**src/rtl/pipe_hazard_ctrl.sv**
```systemverilog
// Stall/flush sequencer for a 5-stage pipeline: load-use bubbles, branch flushes,
// data-memory wait freeze with timeout trap, and saturating stall/flush counters.
module pipe_hazard_ctrl #(
    parameter int MEM_TIMEOUT = 16,
    parameter int CNT_W       = 32
) (
    input  logic             clk,
    input  logic             reset,
    input  logic [4:0]       id_rs1,
    input  logic [4:0]       id_rs2,
    input  logic             id_use_rs1,
    input  logic             id_use_rs2,
    input  logic             ex_is_load,
    input  logic [4:0]       ex_rd,
    input  logic             ex_br_taken,
    input  logic             mem_req,
    input  logic             dmem_ready,
    output logic             pc_en,
    output logic             if_id_en,
    output logic             if_id_flush,
    output logic             id_ex_en,
    output logic             id_ex_flush,
    output logic             ex_mem_en,
    output logic             mem_wb_bubble,
    output logic             bus_err,
    output logic [CNT_W-1:0] stall_cnt,
    output logic [CNT_W-1:0] flush_cnt
);

    typedef enum logic [1:0] {RUN, MEM_WAIT, ERROR} state_t;

    localparam int WC_W = (MEM_TIMEOUT > 2) ? $clog2(MEM_TIMEOUT) : 1;
    localparam logic [WC_W-1:0] WC_LAST = WC_W'(MEM_TIMEOUT - 1);

    state_t          state, state_nxt;
    logic [WC_W-1:0] wait_cnt, wait_cnt_nxt;
    logic            bus_err_nxt;
    logic            freeze;
    logic            load_use;
    logic            stall_inc;
    logic            flush_inc;

    always_comb begin
        freeze = ((state == RUN) && mem_req && !dmem_ready)
              || ((state == MEM_WAIT) && !dmem_ready)
              || (state == ERROR);
        load_use = ex_is_load && (ex_rd != 5'd0)
                && ((id_use_rs1 && (id_rs1 == ex_rd)) || (id_use_rs2 && (id_rs2 == ex_rd)));
    end

    // Outputs are forced quiet while reset is held, regardless of state.
    always_comb begin
        pc_en         = 1'b0;
        if_id_en      = 1'b0;
        if_id_flush   = 1'b0;
        id_ex_en      = 1'b0;
        id_ex_flush   = 1'b0;
        ex_mem_en     = 1'b0;
        mem_wb_bubble = 1'b0;
        if (reset) begin
            if (freeze) begin
                mem_wb_bubble = 1'b1;
            end else if (ex_br_taken) begin
                pc_en       = 1'b1;
                if_id_en    = 1'b1;
                if_id_flush = 1'b1;
                id_ex_en    = 1'b1;
                id_ex_flush = 1'b1;
                ex_mem_en   = 1'b1;
            end else if (load_use) begin
                id_ex_en    = 1'b1;
                id_ex_flush = 1'b1;
                ex_mem_en   = 1'b1;
            end else begin
                pc_en     = 1'b1;
                if_id_en  = 1'b1;
                id_ex_en  = 1'b1;
                ex_mem_en = 1'b1;
            end
        end
    end

    always_comb begin
        state_nxt    = state;
        wait_cnt_nxt = wait_cnt;
        bus_err_nxt  = bus_err;
        case (state)
            RUN: begin
                if (mem_req && !dmem_ready) begin
                    state_nxt    = MEM_WAIT;
                    wait_cnt_nxt = WC_W'(1);
                end
            end
            MEM_WAIT: begin
                if (dmem_ready) begin
                    state_nxt    = RUN;
                    wait_cnt_nxt = '0;
                end else if (wait_cnt == WC_LAST) begin
                    state_nxt   = ERROR;
                    bus_err_nxt = 1'b1;
                end else begin
                    wait_cnt_nxt = wait_cnt + 1'b1;
                end
            end
            ERROR: begin
                bus_err_nxt = 1'b1;
            end
            default: begin
                state_nxt = RUN;
            end
        endcase
    end

    // ERROR freezes everything but is not counted as stall time.
    always_comb begin
        stall_inc = !pc_en && (state != ERROR);
        flush_inc = !freeze && ex_br_taken;
    end

    always_ff @(posedge clk) begin
        if (!reset) begin
            state     <= RUN;
            wait_cnt  <= '0;
            bus_err   <= 1'b0;
            stall_cnt <= '0;
            flush_cnt <= '0;
        end else begin
            state    <= state_nxt;
            wait_cnt <= wait_cnt_nxt;
            bus_err  <= bus_err_nxt;
            if (stall_inc && (stall_cnt != {CNT_W{1'b1}}))
                stall_cnt <= stall_cnt + 1'b1;
            if (flush_inc && (flush_cnt != {CNT_W{1'b1}}))
                flush_cnt <= flush_cnt + 1'b1;
        end
    end

endmodule
```
**config.mk**
```make
export PLATFORM = sky130hd
export DESIGN_NAME = pipe_hazard_ctrl
export DESIGN_NICKNAME = d
export VERILOG_FILES = /design/src/rtl/pipe_hazard_ctrl.sv
export SDC_FILE = /design/constraint.sdc
export NUM_CORES = 1
export LEC_CHECK = 0
export CELL_PAD_IN_SITES_DETAIL_PLACEMENT = 1
export CELL_PAD_IN_SITES_GLOBAL_PLACEMENT = 1
export CORE_UTILIZATION = 33
export DETAILED_ROUTE_END_ITERATION = 8
export PLACE_DENSITY_LB_ADDON = 0.1
export RECOVER_POWER = 50
export SLEW_MARGIN = 20
export SYNTH_ARGS = -nofsm -noshare
export SYNTH_HDL_FRONTEND = slang
export SYNTH_SLANG_ARGS = --single-unit
```
**constraint.sdc**
```tcl
create_clock -name clk -period 2.2 [get_ports clk]
set_input_delay 0.55 -clock clk [delete_from_list [all_inputs] [get_ports clk]]
set_output_delay 0.55 -clock clk [all_outputs]
set_load 0.01 [all_outputs]
```
==> reports/results.tsv, run 1 <==
metric	value	unit
synth warn	0	
leakage	2.24	nW
layout cells sized above 1	20.5	%
Clock Latency Late Sink	0.35	ns
clk sink count	71	
Worst Skew	0.00751	ns
mapped cell area	0.00376	mm²
number of global-route vias before repair	3874	
Total Power	3.30	mW
failing checks	negative setup slack	
Post-synth EDFFs	0	
Peak VDD IR	0.557	mV
post-synth top area share	37.8	%
Post-synth top flop	dfxtp_1	
net count after synthesis	467	
Synth-to-Final Area Change	47.9	%
Inserted Diodes	0	
power share of the combinational group	9.6	%
CP required	1.65	ns
first-pass GRT wire length	18600	µm
Post-synth top cells	dfxtp_1, nand2_1, nor2_1	
critical path peak fanout	3	
Routability Congestion	0.770	
Rows	38	
sequential fraction of design power	39.6	%
H-Tree Depth	3	
die height	109	µm
Max transition margin	56.0	%
1st-pass router iterations	4	
final worst slack	-0.0686	ns
Avg Cell Area, Syn	8.54	µm²
Filler cells	1256	
Max Cap Viol	0	
Post-synth ARST share	0	%
Layout Cells excl Fill	706	
via count	3859	
sw frac	23.0	%
layout net count	587	
Final min period	2.27	ns
total gr overflow	0	
Die ar.	0.0118	mm²
largest net degree at the start of global routing	54	
startpoint types	primary input	
Synth Register Bits	71	
Clock Pin Slew Worst Setup and Hold Paths	0.06	ns
top cells by area, synth	dfxtp_1, a21oi_1, nand2_1	
Ports	95	
CTS tree	done	
status	finished, violations left	
critical path arrival	1.72	ns
WS Path Type	primary input to primary output	
Inst Count DP	682	
Util after Layout	50.7	%
initial antenna violation count	0	
max-slew violation count	0	
initial core utilization	34.3	%
clock group share of total power	50.8	%
CTS hold repair buffers	0	
Die W	109	µm
gr usage total	20.1	%
cell taking the most area after synthesis	dfxtp_1	
Post-Synthesis Cells	441	
Root Driver	clkbuf_16	
cell with the most instances after synthesis	dfxtp_1	
Netlist cell types	51	
Max clock buf depth	2	
final setup fails	7	
DR vias/cell	5.47	
Total Wirelength	12300	µm
CTS Buf Count	9	
power per cell area	593	mW/mm²
hpwl dp	7890	µm
hold crit path type	flip-flop to flip-flop	
core area	0.0110	mm²
sequential area share after synthesis	37.8	%
Fin. Hold Viols	0	
RSZ-0062 raised after global routing	yes	
drt drc	0	
Routed Antenna Nets	0	
switching power total	760	µW
initial drt markers	112	
Worst setup EP type	primary output	
Worst Tran Pin Value	0.659	ns
period utilisation layout	103	%
I/O Buffers	94	
maximum clock rate	441	MHz
internal power	2.54	mW
WL per Instance	17.5	µm
per-stage QoR:
| step | TNS [ns] | hold slack (ns) | instance area [µm²] | worst slack [ns] |
|---|---|---|---|---|
| after detailed placement | -28.58 | 0.464 | 4990 | -0.919 |
| final | -0.336 | 0.468 | 5570 | -0.0686 |
| after floorplan | 0 | 0.488 | 3770 | 0.0114 |
| after global routing | -0.813 | 0.528 | 5570 | -0.108 |
| after CTS | -0.239 | 0.482 | 5350 | -0.0827 |
| after global placement | -25.31 | 0.460 | 4990 | -0.880 |
logic make-up after synthesis:
group	after synthesis	share of synthesized area (%)
compound gates	80	14.2
xor+xnor	33	7.68
simple gates	208	31.0
fa+ha+maj	3	0.997
flops	71	37.8
buf+inv	34	5.22
mux	12	3.19
final timing paths:
| kind | cells after the start | from | slack [ns] | to |
|---|---|---|---|---|
| worst max-delay path | 6 | ex_rd[4] | -0.07 | if_id_en |
| worst min register to register | 2 | bus_err$_SDFFE_PN0P_ | 0.47 | bus_err$_SDFFE_PN0P_ |
| worst max register to register | 9 | state[0]$_SDFFE_PN0P_ | 0.09 | stall_cnt[14]$_SDFFE_PN0P_ |
| worst min-delay path | 2 | bus_err$_SDFFE_PN0P_ | 0.47 | bus_err$_SDFFE_PN0P_ |
flip-flops by register name (all words and copies together), names as in the netlist:
signal	flops
flush_cnt	32
stall_cnt	32
wait_cnt	4
state	2
bus_err	1
what timing repair did:
action                                  in CTS  in global routing
cloned                                       0                  6
endpoints found under the setup margin      46                 38
setup buffers                                3                  0
pin swaps                                   23                 24
endpoints found under the hold margin        0                  0
resized for setup                           78                 48
power by group through the flow:
stage	combinational, mW	clock [mW]	sequential, mW
2_1_floorplan	0.126	0	1.34
3_3_place_gp	0.261	0	1.34
3_5_place_dp	0.269	0	1.34
4_1_cts	0.268	1.71	1.31
5_1_grt	0.338	1.76	1.31
6_report	0.316	1.68	1.31
critical path: stages:
cell	delay [ns]
buf_8	0.10
or4_4	0.54
o21ai_4	0.18
nor2b_4	0.06
a21oi_2	0.12
buf_2	0.16
layout make-up:
| type | instances | area [µm²] | area share, % |
|---|---|---|---|
| inverter | 6 | 22.5 | 0.404 |
| clock buffer | 12 | 267 | 4.79 |
| tap | 140 | 175 | 3.15 |
| sequential | 71 | 1420 | 25.5 |
| multi-input combinational | 337 | 2340 | 42.0 |
| clock inverter | 4 | 76.3 | 1.37 |
| timing repair buffer | 136 | 1270 | 22.8 |
cell usage in the layout (no fill, tap or decap), types with 3 or more instances in the layout:
cell type / instances
or4_4: 9
buf_4: 32
clkdlybuf4s50_1: 15
o21ai_0: 11
nor4_1: 9
dlygate4sd2_1: 5
inv_1: 5
dfxtp_1: 71
clkbuf_16: 12
dlygate4sd3_1: 52
xor2_1: 17
buf_2: 7
and2_1: 5
ha_1: 3
and3_1: 10
clkbuf_8: 3
or3_1: 9
nand2_1: 40
a21oi_2: 9
nor2_1: 38
nand3_1: 17
nand2b_1: 12
xnor2_1: 11
dlymetal6s2s_1: 3
and4_1: 13
buf_6: 5
clkbuf_2: 7
nand4_1: 18
a21oi_1: 22
o31ai_1: 17
mux2i_1: 12
or4_1: 9
xnor2_2: 5
layer usage:
layer	vias to the layer above	part of all wire, %	GRT usage [%]
met5	-	0	0
met4	0	1.8	9.07
met3	16	2.8	3.59
met2	67	52	36.3
met1	1913	43	22.9
li1	1863	-	-
(Power assumes the default switching activity.)
==> inputs of run 2 (changes only) <==
--- a/config.mk
+++ b/config.mk
@@ -9,6 +9,7 @@
 export CELL_PAD_IN_SITES_GLOBAL_PLACEMENT = 1
 export CORE_UTILIZATION = 33
 export DETAILED_ROUTE_END_ITERATION = 8
+export HOLD_SLACK_MARGIN = 0.08
 export PLACE_DENSITY_LB_ADDON = 0.1
 export RECOVER_POWER = 50
 export SLEW_MARGIN = 20
==> results of run 2 <==
No change in the layout: final DEF, timing and power equal those of run 1.
